$ cat config.mk
export PLATFORM = sky130hd
export DESIGN_NAME = sha3_pad_framer
export DESIGN_NICKNAME = d
export VERILOG_FILES = /design/src/rtl/sha3_pkg.sv /design/src/rtl/sha3_word_packer.sv /design/src/rtl/sha3_pad_framer.sv
export SDC_FILE = /design/constraint.sdc
export NUM_CORES = 1
export LEC_CHECK = 0
export ABC_AREA = 1
export CAP_MARGIN = 10
export CORE_UTILIZATION = 52
export CTS_CLUSTER_DIAMETER = 150
export DETAILED_ROUTE_END_ITERATION = 8
export PLACE_DENSITY = 0.85
export SYNTH_ARGS = -nofsm -noshare
export SYNTH_HDL_FRONTEND = slang
export SYNTH_SLANG_ARGS = --single-unit
$ cat constraint.sdc
create_clock -name ACLK -period 2.7 [get_ports ACLK]
set_input_delay 0.54 -clock ACLK [delete_from_list [all_inputs] [get_ports ACLK]]
set_output_delay 0.54 -clock ACLK [all_outputs]
set_load 0.05 [all_outputs]
$ cat src/rtl/sha3_pkg.sv
// Shared types and constants for the SHA-3 source-side framer.
// SHA3_PAD_KECCAK_EN: when defined, selects the original Keccak pad suffix 0x01
// instead of the SHA-3 domain suffix 0x06.
package sha3_pkg;

  typedef enum logic [1:0] {
    SHA224 = 2'd0,
    SHA256 = 2'd1,
    SHA384 = 2'd2,
    SHA512 = 2'd3
  } digest_e;

  typedef enum logic [1:0] {
    IDLE = 2'd0,
    FILL = 2'd1,
    PAD  = 2'd2
  } state_e;

`ifdef SHA3_PAD_KECCAK_EN
  localparam logic [7:0] PAD_SUFFIX = 8'h01;
`else
  localparam logic [7:0] PAD_SUFFIX = 8'h06;
`endif
  localparam logic [7:0] PAD_FINAL  = 8'h80;

  // Sponge rate in 16-bit words for each digest size.
  function automatic logic [6:0] rate_words(input logic [1:0] sel);
    logic [6:0] r;
    case (sel)
      SHA224:  r = 7'd72;
      SHA256:  r = 7'd68;
      SHA384:  r = 7'd52;
      default: r = 7'd36;
    endcase
    return r;
  endfunction

endpackage

$ cat src/rtl/sha3_word_packer.sv
// Byte-to-word packer: tracks byte position, holds the low byte and owns the
// output word register with its valid/ready handshake and sideband flags.
module sha3_word_packer (
  input  logic        clk_i,
  input  logic        rst_i,
  input  logic        push_i,
  input  logic        pos_clr_i,
  input  logic [7:0]  byte_i,
  input  logic        load_i,
  input  logic [15:0] word_i,
  input  logic        tid_i,
  input  logic        last_i,
  input  logic        ready_i,
  output logic        byte_pos_o,
  output logic [7:0]  low_o,
  output logic [15:0] data_o,
  output logic        valid_o,
  output logic        tid_o,
  output logic        last_o
);

  logic        pos_q, pos_d;
  logic [7:0]  low_q, low_d;
  logic [15:0] data_q, data_d;
  logic        valid_q, valid_d;
  logic        tid_q, tid_d;
  logic        last_q, last_d;

  // Next-state for position, holding byte and output register; a load wins over a drain.
  always_comb begin
    pos_d   = pos_q;
    low_d   = low_q;
    data_d  = data_q;
    valid_d = valid_q;
    tid_d   = tid_q;
    last_d  = last_q;
    if (push_i && !pos_q) low_d = byte_i;
    if (pos_clr_i)        pos_d = 1'b0;
    else if (push_i)      pos_d = ~pos_q;
    if (load_i) begin
      data_d  = word_i;
      tid_d   = tid_i;
      last_d  = last_i;
      valid_d = 1'b1;
    end else if (ready_i) begin
      valid_d = 1'b0;
    end
  end

  // Packer state registers with asynchronous clear.
  always_ff @(posedge clk_i or posedge rst_i) begin
    if (rst_i) begin
      pos_q   <= 1'b0;
      low_q   <= '0;
      data_q  <= '0;
      valid_q <= 1'b0;
      tid_q   <= 1'b0;
      last_q  <= 1'b0;
    end else begin
      pos_q   <= pos_d;
      low_q   <= low_d;
      data_q  <= data_d;
      valid_q <= valid_d;
      tid_q   <= tid_d;
      last_q  <= last_d;
    end
  end

  assign byte_pos_o = pos_q;
  assign low_o      = low_q;
  assign data_o     = data_q;
  assign valid_o    = valid_q;
  assign tid_o      = tid_q;
  assign last_o     = last_q;

endmodule

$ cat src/rtl/sha3_pad_framer.sv
// SHA-3 source framer: packs a byte stream into 16-bit words, applies
// multi-rate padding and marks block / message ends.
// SHA3_PAD_KECCAK_EN (see sha3_pkg) selects the Keccak pad suffix.
module sha3_pad_framer
  import sha3_pkg::*;
#(
  parameter int unsigned WIDTH = 16
) (
  input  logic             ACLK,
  input  logic             ARESET,
  input  logic [1:0]       USER,
  input  logic [7:0]       S_TDATA,
  input  logic             S_TVALID,
  output logic             S_TREADY,
  input  logic             S_TLAST,
  input  logic             S_TKEEP,
  output logic [WIDTH-1:0] TDATA_o,
  output logic             TVALID_o,
  input  logic             TREADY,
  output logic             TID_o,
  output logic             TLAST_o,
  output logic [1:0]       TUSER_o,
  output logic             BUSY_o
);

  state_e      state_q, state_d;
  logic [1:0]  tuser_q, tuser_d;
  logic [6:0]  word_cnt_q, word_cnt_d;
  logic        sfx_q, sfx_d;
  logic        rdy_q;

  logic        out_valid, out_hs, in_hs;
  logic        byte_pos;
  logic [7:0]  low_byte;
  logic [6:0]  rate_msg, rate_ld, cnt_inc, slot;
  logic        slot_end;
  logic        load, push, pos_clr, ld_last;
  logic [15:0] ld_word;

  assign out_hs   = out_valid && TREADY;
  assign S_TREADY = rdy_q && (state_q == IDLE || state_q == FILL) && (!out_valid || TREADY);
  assign in_hs    = S_TVALID && S_TREADY;

  // Slot of a word loaded this cycle: the register is either empty (slot = word_cnt)
  // or draining now (slot = word_cnt + 1). A first beat in IDLE always starts at
  // slot 0 and is sized by the incoming USER, not the previous message's rate.
  assign rate_msg = rate_words(tuser_q);
  assign rate_ld  = (state_q == IDLE) ? rate_words(USER) : rate_msg;
  assign cnt_inc  = (word_cnt_q == rate_msg - 7'd1) ? '0 : word_cnt_q + 7'd1;
  assign slot     = (state_q == IDLE) ? '0 : (out_hs ? cnt_inc : word_cnt_q);
  assign slot_end = (slot == rate_ld - 7'd1);

  // Next state, byte routing and pad word formation.
  always_comb begin
    state_d    = state_q;
    tuser_d    = tuser_q;
    sfx_d      = sfx_q;
    word_cnt_d = out_hs ? cnt_inc : word_cnt_q;
    load       = 1'b0;
    push       = 1'b0;
    pos_clr    = 1'b0;
    ld_word    = '0;
    ld_last    = 1'b0;
    unique case (state_q)
      IDLE, FILL: begin
        if (in_hs) begin
          if (state_q == IDLE) begin
            tuser_d = USER;
            state_d = FILL;
            sfx_d   = 1'b0;
          end
          push = S_TKEEP;
          if (!S_TLAST) begin
            if (byte_pos) begin
              load    = 1'b1;
              ld_word = {S_TDATA, low_byte};
            end
          end else begin
            pos_clr = 1'b1;
            if (S_TKEEP && byte_pos) begin
              load    = 1'b1;
              ld_word = {S_TDATA, low_byte};
              state_d = PAD;
            end else if (!S_TKEEP && !byte_pos) begin
              state_d = PAD;
            end else begin
              // Last data byte sits in the low half: suffix shares its word.
              load    = 1'b1;
              sfx_d   = 1'b1;
              ld_word = {(slot_end ? PAD_FINAL : 8'h00) | PAD_SUFFIX,
                         S_TKEEP ? S_TDATA : low_byte};
              ld_last = slot_end;
              state_d = slot_end ? IDLE : PAD;
            end
          end
        end
      end
      PAD: begin
        if (!out_valid || TREADY) begin
          load    = 1'b1;
          sfx_d   = 1'b1;
          ld_word = {slot_end ? PAD_FINAL : 8'h00, sfx_q ? 8'h00 : PAD_SUFFIX};
          ld_last = slot_end;
          if (slot_end) state_d = IDLE;
        end
      end
      default: state_d = IDLE;
    endcase
  end

  // Control registers; rdy_q holds S_TREADY low until the first edge after reset.
  always_ff @(posedge ACLK or posedge ARESET) begin
    if (ARESET) begin
      state_q    <= IDLE;
      tuser_q    <= '0;
      word_cnt_q <= '0;
      sfx_q      <= 1'b0;
      rdy_q      <= 1'b0;
    end else begin
      state_q    <= state_d;
      tuser_q    <= tuser_d;
      word_cnt_q <= word_cnt_d;
      sfx_q      <= sfx_d;
      rdy_q      <= 1'b1;
    end
  end

  sha3_word_packer u_packer (
    .clk_i      (ACLK),
    .rst_i      (ARESET),
    .push_i     (push),
    .pos_clr_i  (pos_clr),
    .byte_i     (S_TDATA),
    .load_i     (load),
    .word_i     (ld_word),
    .tid_i      (slot_end),
    .last_i     (ld_last),
    .ready_i    (TREADY),
    .byte_pos_o (byte_pos),
    .low_o      (low_byte),
    .data_o     (TDATA_o),
    .valid_o    (out_valid),
    .tid_o      (TID_o),
    .last_o     (TLAST_o)
  );

  assign TVALID_o = out_valid;
  assign TUSER_o  = tuser_q;
  assign BUSY_o   = (state_q != IDLE) || out_valid;

endmodule

==> flow_summary_export.csv <==
group,metric,value,unit
power_and_ir_drop,p_seq_share,30.2,%
critical_path,endpoint_kind,"flip-flop",
cts,cts_resized,0,
logic_synthesis,synth_top_area_share,45.94,%
cts,cts_sinks,41,
die,die-area,4561,um2
critical_path,crit_fanout,4,
timing,finalSetupViolations,0,
logic_synthesis,synth-edff-count,0,
routing,top_layer,"met4",
routing,ant_nets,0,
critical_path,crit_end,"state_q[1]",
logic_synthesis,synth_top_cell_by_area,"dfrtp_1",
logic_synthesis,ys_types,34,
worst_hold_path,hold_class,"flip-flop to flip-flop",
place,dpl.hpwl,3729,um
routing,vias_per_cell,5.381,
power_and_ir_drop,switchingPower,1.846,mW
cts,clock_path_buffers,2,
timing,fmax,425.8,MHz
grt,grt_pass1_vias,1826,
die,die_y,67.54,um
timing,skew,0.01319,ns
cts,cts_root_buffer,"clkbuf_8",
power_and_ir_drop,p_sw_share,50.61,%
logic_synthesis,synth_top_cells_by_count,"nand2_1, dfrtp_1, inv_1",
critical_path,path_cells,"clkdlybuf4s50_1, inv_1, nand2_1, o22ai_1, inv_1, ha_1, nand3_1, nand2_1, nor2_1, nand2_1, nor2_2, and3_4, nand2_1, nand2_1, nand2_1",
power_and_ir_drop,pwr-share-clk,11.8,%
logic_synthesis,synth.ff_latch_count,41,
routing,wl_met1,2241,um
grt,overflow,0,
die,placementRows,23,
cts,numCtsBuffers,5,
die,initial_core_util,55.04,%
timing,report.final.slew_viol_count,0,
cts,postCtsSetupBuffers,0,
cells_and_area,drive_above_1_share,10.42,%
critical_path,reg2reg_depth,14,
grt,grt_start_max_net_pins,42,
die,num_io_pins,39,
place,numPortBuffers,38,
timing,hold_violations,0,
power_and_ir_drop,internal_power,1.801,mW
critical_path,critPathLaunch,"USER[1]",
logic_synthesis,syn_avg_cell_area,7.649,um2
logic_synthesis,syn_inst,292,
routing,wl_met3,309,um
grt,track_usage,24.63,%
routing,firstDrtPassIters,5,
run_status,outcome,"completed",
die,core_area,4058,um2
logic_synthesis,yosys_warnings,0,
critical_path,slowest_stage,"clkdlybuf4s50_1",
routing,post_drt_wl_per_cell,13.12,um
critical_path,crit-reg2reg-launch,"state_q[1]",
grt,grt_pass1_wl,8252,um
timing,final.setup.tns,0,ns
logic_synthesis,synth_most_common_cell,"nand2_1",
cells_and_area,syn2layout_area_growth,24.65,%
logic_synthesis,synth_top_flop_cell,"dfrtp_1",
routing,drt_iter0_drc,164,
logic_synthesis,synth_nets,310,
power_and_ir_drop,pwr-share-comb,58.0,%
logic_synthesis,syn_area,2233,um2
power_and_ir_drop,p_leak,1.407,nW
power_and_ir_drop,vdd_drop_max,723.6,uV
critical_path,cp.arrival,2.53,ns
cts,htreeDepth,2,
routing,drcViolationCount,0,
logic_synthesis,synth_area_leaders,"dfrtp_1, nand2_1, inv_1",
timing,finalCritPeriodShare,86.98,%
critical_path,cpPeakStageDelay,0.40,ns
cells_and_area,diodes,0,
power_and_ir_drop,power.density,1310,nW/um2
cts,postCtsHoldBufs,0,
grt,antenna_found_initial,0,
place,placed_cell_area,2688,um2
place,gp_congestion,0.9008,
cts,clock_latency,0.30,ns
routing,vias,2077,
critical_path,crit_type,"primary input to flip-flop",
logic_synthesis,seq_area_frac_synth,45.94,%
die,dieWidth,67.54,um
cts,cts_tree,"yes",
critical_path,cp-start-kind,"primary input",
critical_path,r2r_setup_slack,0.39,ns
cells_and_area,fin_area,2784,um2
timing,slew_headroom,56.35,%
routing,dr_wl_met2,2449,um
logic_synthesis,ys_async_sr_fraction,100.0,%
routing,drt-total-wl,5066,um
critical_path,worst_path_most_repeated_cell,"nand2_1",
critical_path,reg2reg_to,"state_q[1]",
cts,path_clk_slew,0.08,ns
timing,fin_crit,2.348,ns
timing,tightest_slew,0.6479,ns
critical_path,cp.required,2.88,ns
flow_run,drv_cap,0,
cells_and_area,final_nets,353,
timing,rsz0062_at_grt,"false",
==> worst max-delay path, delay by kind of cell <==
kind	cells	cell delay, ns
AO/OA/AOI/OAI	1	0.24
adder cells (fa/ha/maj)	1	0.30
buffers and inverters	3	0.59
AND/OR/NAND/NOR	10	0.85
==> layout by cell type (no fill, tap or decap), drive strengths merged, types with 5 or more instances in the layout <==
cell type,synthesis,routed
dfrtp,41,41
nor2,27,27
nand3,21,21
clkbuf,3,6
o21ai,31,31
inv,43,43
clkdlybuf4s50,0,37
a32o,5,5
nand2,92,92
==> worst min-delay path by stage <==
| stage | from | cells past startpoint | slack (ns) | to |
|---|---|---|---|---|
| floorplan | u_packer.low_o[0] | 2 | 0.45 | u_packer.low_o[0] |
| global placement | u_packer.low_o[4] | 2 | 0.46 | u_packer.low_o[4] |
| detailed placement | u_packer.low_o[3] | 2 | 0.47 | u_packer.low_o[3] |
| CTS | u_packer.low_o[3] | 2 | 0.49 | u_packer.low_o[3] |
| global route | u_packer.data_o[7] | 2 | 0.52 | u_packer.data_o[7] |
| finish | u_packer.low_o[3] | 2 | 0.49 | u_packer.low_o[3] |
==> final cells by class <==
type / count / area [um2]
clock buffers: 6 / 82.58
well taps: 50 / 62.56
multi-input cells: 203 / 1025
fillers: 341 / 1274
inverters: 43 / 161.4
clock inverters: 2 / 13.76
repair buffers: 41 / 412.9
flip-flops and latches: 41 / 1026
==> metal layers <==
metal,global-route usage [%],vias to the layer above
li1,-,1031
met1,34.59,959
met2,37.75,80
met3,4.899,7
met4,8.245,0
met5,0,-
==> per-stage QoR <==
stage          util (%)  cells  power, mW  hold WS [ns]  setup WS (ns)
2_1_floorplan         -    292      2.612        0.4479         0.2177
3_3_place_gp      66.24    378      3.145        0.4605         0.1397
3_5_place_dp      66.24    378      3.206        0.4681        0.06609
4_1_cts           68.61    386      3.647        0.4883         0.3579
5_1_grt           68.61    386      3.915        0.5179         0.1733
6_report          68.61    386      3.647        0.4851         0.3517
==> sequential cells by signal (all words and copies together) (netlist names) <==
register and flops:
u_packer.valid_o 1, u_packer.data_o 16, rdy_q 1, u_packer.tid_o 1, TUSER_o 2, state_q 2, word_cnt_q 7, u_packer.low_o 8
sfx_q 1, u_packer.byte_pos_o 1, u_packer.last_o 1
==> power by group through the flow <==
stage               Clock [mW]  Combinational [mW]  Sequential [mW]
floorplan                    0                1.09             1.53
global placement             0                2.05             1.09
CTS                      0.436                2.11             1.10
detailed placement           0                2.10             1.11
finish                   0.429                2.12             1.10
global route             0.453                2.32             1.14
==> cells by family (layout without fill, tap and decap cells) <==
group | after synthesis | count (layout) | synth area share (%)
other | 1 | 1 | 0.1679
xor gates and xnor gates | 1 | 1 | 0.3922
DFF | 41 | 41 | 45.94
and+or+nand+nor | 150 | 150 | 30.70
adders and majority gates | 2 | 2 | 1.120
buffers and inverters | 48 | 92 | 8.179
AOI/OAI and AO/OA | 49 | 49 | 13.50
Power figures use the tool's default switching activity.
==> RTL change 1 (same flow settings) <==
Add a define of `SHA3_PAD_KECCAK_EN`.
--- a/src/rtl/sha3_pkg.sv
+++ b/src/rtl/sha3_pkg.sv
@@ -1,6 +1,8 @@
 // Shared types and constants for the SHA-3 source-side framer.
 // SHA3_PAD_KECCAK_EN: when defined, selects the original Keccak pad suffix 0x01
 // instead of the SHA-3 domain suffix 0x06.
+`define SHA3_PAD_KECCAK_EN
+
 package sha3_pkg;
 
   typedef enum logic [1:0] {
Function: changed (a bounded check fails within 4 cycles, from zero or initial values and one cycle with ARESET high).
==> RTL change 1 against the unedited design <==
Cell area fell by 0.31%. Synthesized area fell by 2.5%. Sequential cell count did not move. First-iteration DRC count fell by 12%. The run now ends with DRC left. Power rose by 0.46%. Setup slack improved by 0.041 ns. Routed wire length fell by 0.77%. Register-to-register slack improved by 0.03 ns. Utilization rose by 0.77 points.
==> RTL change 1: results (changes against the unedited design) <==
metric;value;unit;change
finish.net_count;345;;-2.3%
synth_top_cells_by_area;dfrtp_1 47%, nand2_1 14%, inv_1 7.4%;;
first_pass_iteration_count_of_the_detailed_router;7;;+2
dp_hpwl;3600;um;-3.5%
htree_levels;2;;unchanged
drt_drc_violations_left;2;;+2
holdPathStages;2;;unchanged
met2_layer_usage_reported_by_global_route;38.6;%;+0.89 points
grt_util_met1;34.6;%;about the same
synthDistinctLibCells;32;;-5.9%
port_buffers;38;;unchanged
routed-wl-met3;303;um;-1.9%
synth.cells.most_frequent;80 x nand2_1, 43 x inv_1, 41 x dfrtp_1, 28 x o21ai_0, 23 x nor2_1;;
worst-endpoint-arrival;1.77;ns;-0.76 ns
m1_wl;2300;um;+2.4%
final_layout_size_suffix_gt1_share;8.23;%;-2.2 points
placed_cell_area;2640;um^2;-1.9%
cellLeakagePower;1.40;nW;-0.29%
postSynthNetCount;299;;-3.5%
first_pass_grt_wire_length;8190;um;-0.75%
grt_pass1_vias;1845;;+1.0%
drtIter0Drc;145;;-12%
outcome;complete, but fails checks;;
met2_wirelength;2360;um;-3.7%
critical_path.max_fanout;8;;+4
rr_endpoint;u_packer.tid_o;;
finClkSkew;0.00833;ns;-0.00486 ns
final_estimated_routing_congestion_in_global_placement;0.887;;-1.6%
track_usage;25.1;%;+0.44 points
holdPathEnd;u_packer.low_o[4];;
route.final.wire_length;5030;um;-0.77%
seq_area_frac_synth;47.1;%;+1.2 points
rr_worst_depth;12;;-2
max-slew-margin-rel;46.2;%;-10 points
cts.path.max_buffers;2;;unchanged
ir_worst_vdd;0.000704;V;-2.7%
viasPerCell;5.32;;-1.1%
antenna_violations_before_repair;0;;unchanged
violations;DRC;;
synthCells;281;;-3.8%
r2r_slack;0.42;ns;+0.03 ns
worst_hold_startpoint;u_packer.low_o[4];;
post-place-ws;0.120;ns;+0.0542 ns
route.detailed.wl_per_inst;13.3;um;+1.3%
met3_usage;4.11;%;-0.79 points
numPlacedInstances;370;;-2.1%
[RTL change 1: critical path, stage by stage (launching register included)]
cell and delay, ns:
dfrtp_1 0.45, nor2_4 0.25, nand2_1 0.08, clkdlybuf4s50_1 0.70
[RTL change 1: cell type report]
type / instances / area [um^2]
Clock buffer: 5 / 68.8
Inverter: 46 / 173
Fill cell: 322 / 1220
Timing Repair Buffer: 43 / 428
Clock inverter: 3 / 68.8
Multi-Input combinational cell: 190 / 948
Tap cell: 50 / 62.6
Sequential cell: 41 / 1030
[RTL change 1: how the worst max path moves through the flow]
stage | startpoint | endpoint | slack [ns] | cells after the start
after global routing | TREADY | state_q[1] | 0.20 | 13
final | state_q[1] | BUSY_o | 0.39 | 3
after floorplan | u_packer.valid_o | u_packer.low_o[7] | 0.27 | 9
after global placement | USER[1] | u_packer.tid_o | 0.20 | 13
after CTS | state_q[1] | BUSY_o | 0.39 | 3
after detailed placement | USER[1] | u_packer.tid_o | 0.12 | 13
[RTL change 1: metrics by stage]
| stage | utilization (%) | hold slack [ns] |
|---|---|---|
| floorplan | - | 0.448 |
| global placement | 65.9 | 0.460 |
| detailed placement | 65.9 | 0.474 |
| CTS | 69.4 | 0.495 |
| global route | 69.4 | 0.509 |
| finish | 69.4 | 0.486 |
[RTL change 1: report_power, final]
part           internal, mW  switching (mW)  leakage, nW
Combinational         0.682            1.31        0.817
Clock                 0.372           0.225       0.0687
Sequential            0.873           0.197        0.518
Total                  1.93            1.74         1.40
[RTL change 1: kinds of logic after synthesis]
group                    Yosys count  synth area share [%]
AO/OA/AOI/OAI                     46                  13.2
XOR/XNOR                           2                 0.804
adder cells (fa/ha/maj)            2                  1.15
buffers and inverters             50                  9.36
flip-flops                        41                  47.1
multiplexers                       1                 0.517
other                              1                 0.172
AND/OR/NAND/NOR                  138                  27.7
==> RTL change 2 (config.mk and constraints unchanged) <==
Made on the original files. `data_q` no longer has a reset.
--- a/src/rtl/sha3_word_packer.sv
+++ b/src/rtl/sha3_word_packer.sv
@@ -52,18 +52,20 @@
     if (rst_i) begin
       pos_q   <= 1'b0;
       low_q   <= '0;
-      data_q  <= '0;
       valid_q <= 1'b0;
       tid_q   <= 1'b0;
       last_q  <= 1'b0;
     end else begin
       pos_q   <= pos_d;
       low_q   <= low_d;
-      data_q  <= data_d;
       valid_q <= valid_d;
       tid_q   <= tid_d;
       last_q  <= last_d;
     end
+  end
+
+  always_ff @(posedge clk_i) begin
+    data_q <= data_d;
   end
 
   assign byte_pos_o = pos_q;
Function: differs if ARESET is asserted again (counterexample within 4 cycles, from zero or initial values and one cycle with ARESET high); with ARESET held inactive, the same outputs for 10 cycles.
==> RTL change 2 against the unedited design <==
Routed wire length fell by 1.0%. Cell area is 3.1% higher. Cell count is 1.3% lower. Setup slack got worse by 0.10 ns. Power down 7.3%. Synthesized area increased by 1.2%. Sequential share of layout area is 1.7 points higher. Sequential cell count is the same.
==> RTL change 2: results (changes against the unedited design) <==
metric;value;unit;change
outcome;complete, no violations;;
routed-wl-met3;266;um;-14%
synth_enable_flop_cells;16;;+16
antenna_violations_before_repair;0;;unchanged
first_pass_iteration_count_of_the_detailed_router;5;;unchanged
grt_pass1_vias;1789;;-2.0%
hold_class;flop to flop;;
max-slew-margin-rel;64.2;%;+7.9 points
met2_layer_usage_reported_by_global_route;38.6;%;+0.86 points
final_estimated_routing_congestion_in_global_placement;0.921;;+2.2%
worst-endpoint-arrival;2.64;ns;+0.11 ns
final_layout_size_suffix_gt1_share;14.2;%;+3.8 points
m1_wl;2210;um;-1.2%
first_pass_grt_wire_length;8080;um;-2.1%
cellLeakagePower;1.31;nW;-6.7%
ys_warn_count;0;;unchanged
synth_top_cells_by_area;dfrtp_1 28%, edfxtp_1 21%, nand2_1 13%;;
route.detailed.wl_per_inst;13.2;um;+0.25%
drtIter0Drc;146;;-11%
routed.top_layer;met4;;
synthArstFlopShare;61.0;%;-39 points
dp_hpwl;3690;um;-0.92%
track_usage;24.2;%;-0.46 points
diodes;0;;unchanged
seq_area_frac_synth;48.9;%;+3.0 points
postCtsSetupRepairBufs;0;;unchanged
postSynthNetCount;300;;-3.2%
dominantRegCellSynth;dfrtp_1;;
flip_flop_count_of_the_largest_register_all_copies_and_words_added;16;;unchanged
final-max-slew-violation-count;0;;unchanged
synthDistinctLibCells;31;;-8.8%
cts_resized;0;;unchanged
port_buffers;38;;unchanged
critical_path.max_fanout;3;;-1
synth.cells.most_frequent;81 x nand2_1, 35 x inv_1, 25 x dfrtp_1, 22 x o21ai_0, 19 x nor2_1;;
route.vias.total;2031;;-2.2%
clk_pin_slew_worst_paths;0.08;ns;about the same
grt_max_degree;26;;-38%
power.share.switching;46.5;%;-4.1 points
htree_levels;2;;unchanged
cts.path.max_buffers;2;;unchanged
met3_usage;5.33;%;+0.43 points
cts_root_buffer;clkbuf_8;;
number_of_cts_inserted_buffers;5;;unchanged
r2r_slack;0.38;ns;
met2_wirelength;2440;um;-0.45%
finish.net_count;348;;-1.4%
finClkSkew;0.00519;ns;-0.00800 ns
grt_util_met1;31.7;%;-2.9 points
ir_worst_vdd;0.000621;V;-14%
rr_worst_depth;17;;+3
worstSkewPairLatency;0.30;ns;about the same
holdPathStages;2;;unchanged
==> RTL change 2: changes by cell type after synthesis, moves of 4 or more <==
cell      delta
a21oi_1      +9
a32o_1       -5
dfrtp_1     -16
edfxtp_1    +16
inv_1        -4
nand2_1      -7
nand2_2      +5
nand3_1      -5
nor3_1       +6
o21ai_1      -5
==> RTL change 2: final cells by class <==
class                   instances  area [um^2]
fillers                       323         1210
inverters                      41          156
clock buffers                   5         68.8
well taps                      50         62.6
repair buffers                 46          463
multi-input cells             195          973
clock inverters                 3         41.3
flip-flops and latches         41         1110
==> RTL change 2: power groups by stage <==
stage | sequential, mW | combinational [mW] | clock [mW]
after global routing | 1.13 | 1.94 | 0.524
after detailed placement | 1.11 | 1.78 | 0
after floorplan | 1.39 | 0.974 | 0
after CTS | 1.10 | 1.79 | 0.500
after global placement | 1.10 | 1.73 | 0
final | 1.10 | 1.79 | 0.493
==> RTL change 2: cell families after synthesis <==
group / count (synthesis) / share of synthesized area [%]
AND/OR/NAND/NOR: 149 / 30.4
adder cells (fa/ha/maj): 2 / 1.11
flip-flops: 41 / 48.9
AO/OA/AOI/OAI: 39 / 9.46
buffers and inverters: 46 / 8.14
XOR/XNOR: 2 / 0.775
other: 1 / 0.166
multiplexers: 2 / 0.996
==> RTL change 2: path summary, 6_finish.rpt <==
kind | from | endpoint
max reg2reg | state_q[0] | state_q[1]
min in group asynchronous | ARESET | word_cnt_q[5]
min reg2reg | u_packer.low_o[5] | u_packer.low_o[5]
max in group asynchronous | ARESET | word_cnt_q[0]
max | USER[1] | state_q[1]
min | u_packer.low_o[5] | u_packer.low_o[5]
==> RTL change 2: metrics by stage <==
stage | TNS (ns) | cells | hold slack, ns | setup slack, ns | area, um^2
6_report | 0 | 381 | 0.496 | 0.248 | 2870
5_1_grt | 0 | 381 | 0.518 | 0.126 | 2870
4_1_cts | 0 | 381 | 0.494 | 0.263 | 2870
3_5_place_dp | -0.0832 | 373 | 0.473 | -0.0419 | 2760
3_3_place_gp | 0 | 373 | 0.466 | 0.0615 | 2760
2_1_floorplan | 0 | 282 | 0.453 | 0.169 | 2260
==> RTL change 2: worst max-delay path, cell delays in order <==
cell and delay [ns]:
clkdlybuf4s50_1 0.47, or2_4 0.29, o22ai_4 0.13, inv_1 0.09, ha_1 0.20, inv_1 0.07
nand3_1 0.08, nand2_1 0.09, nand4_1 0.09, nand2_1 0.08, nand2_1 0.06, nor2_2 0.12
nand2_2 0.09, nand2_2 0.08, nand2_1 0.04, o21bai_1 0.14
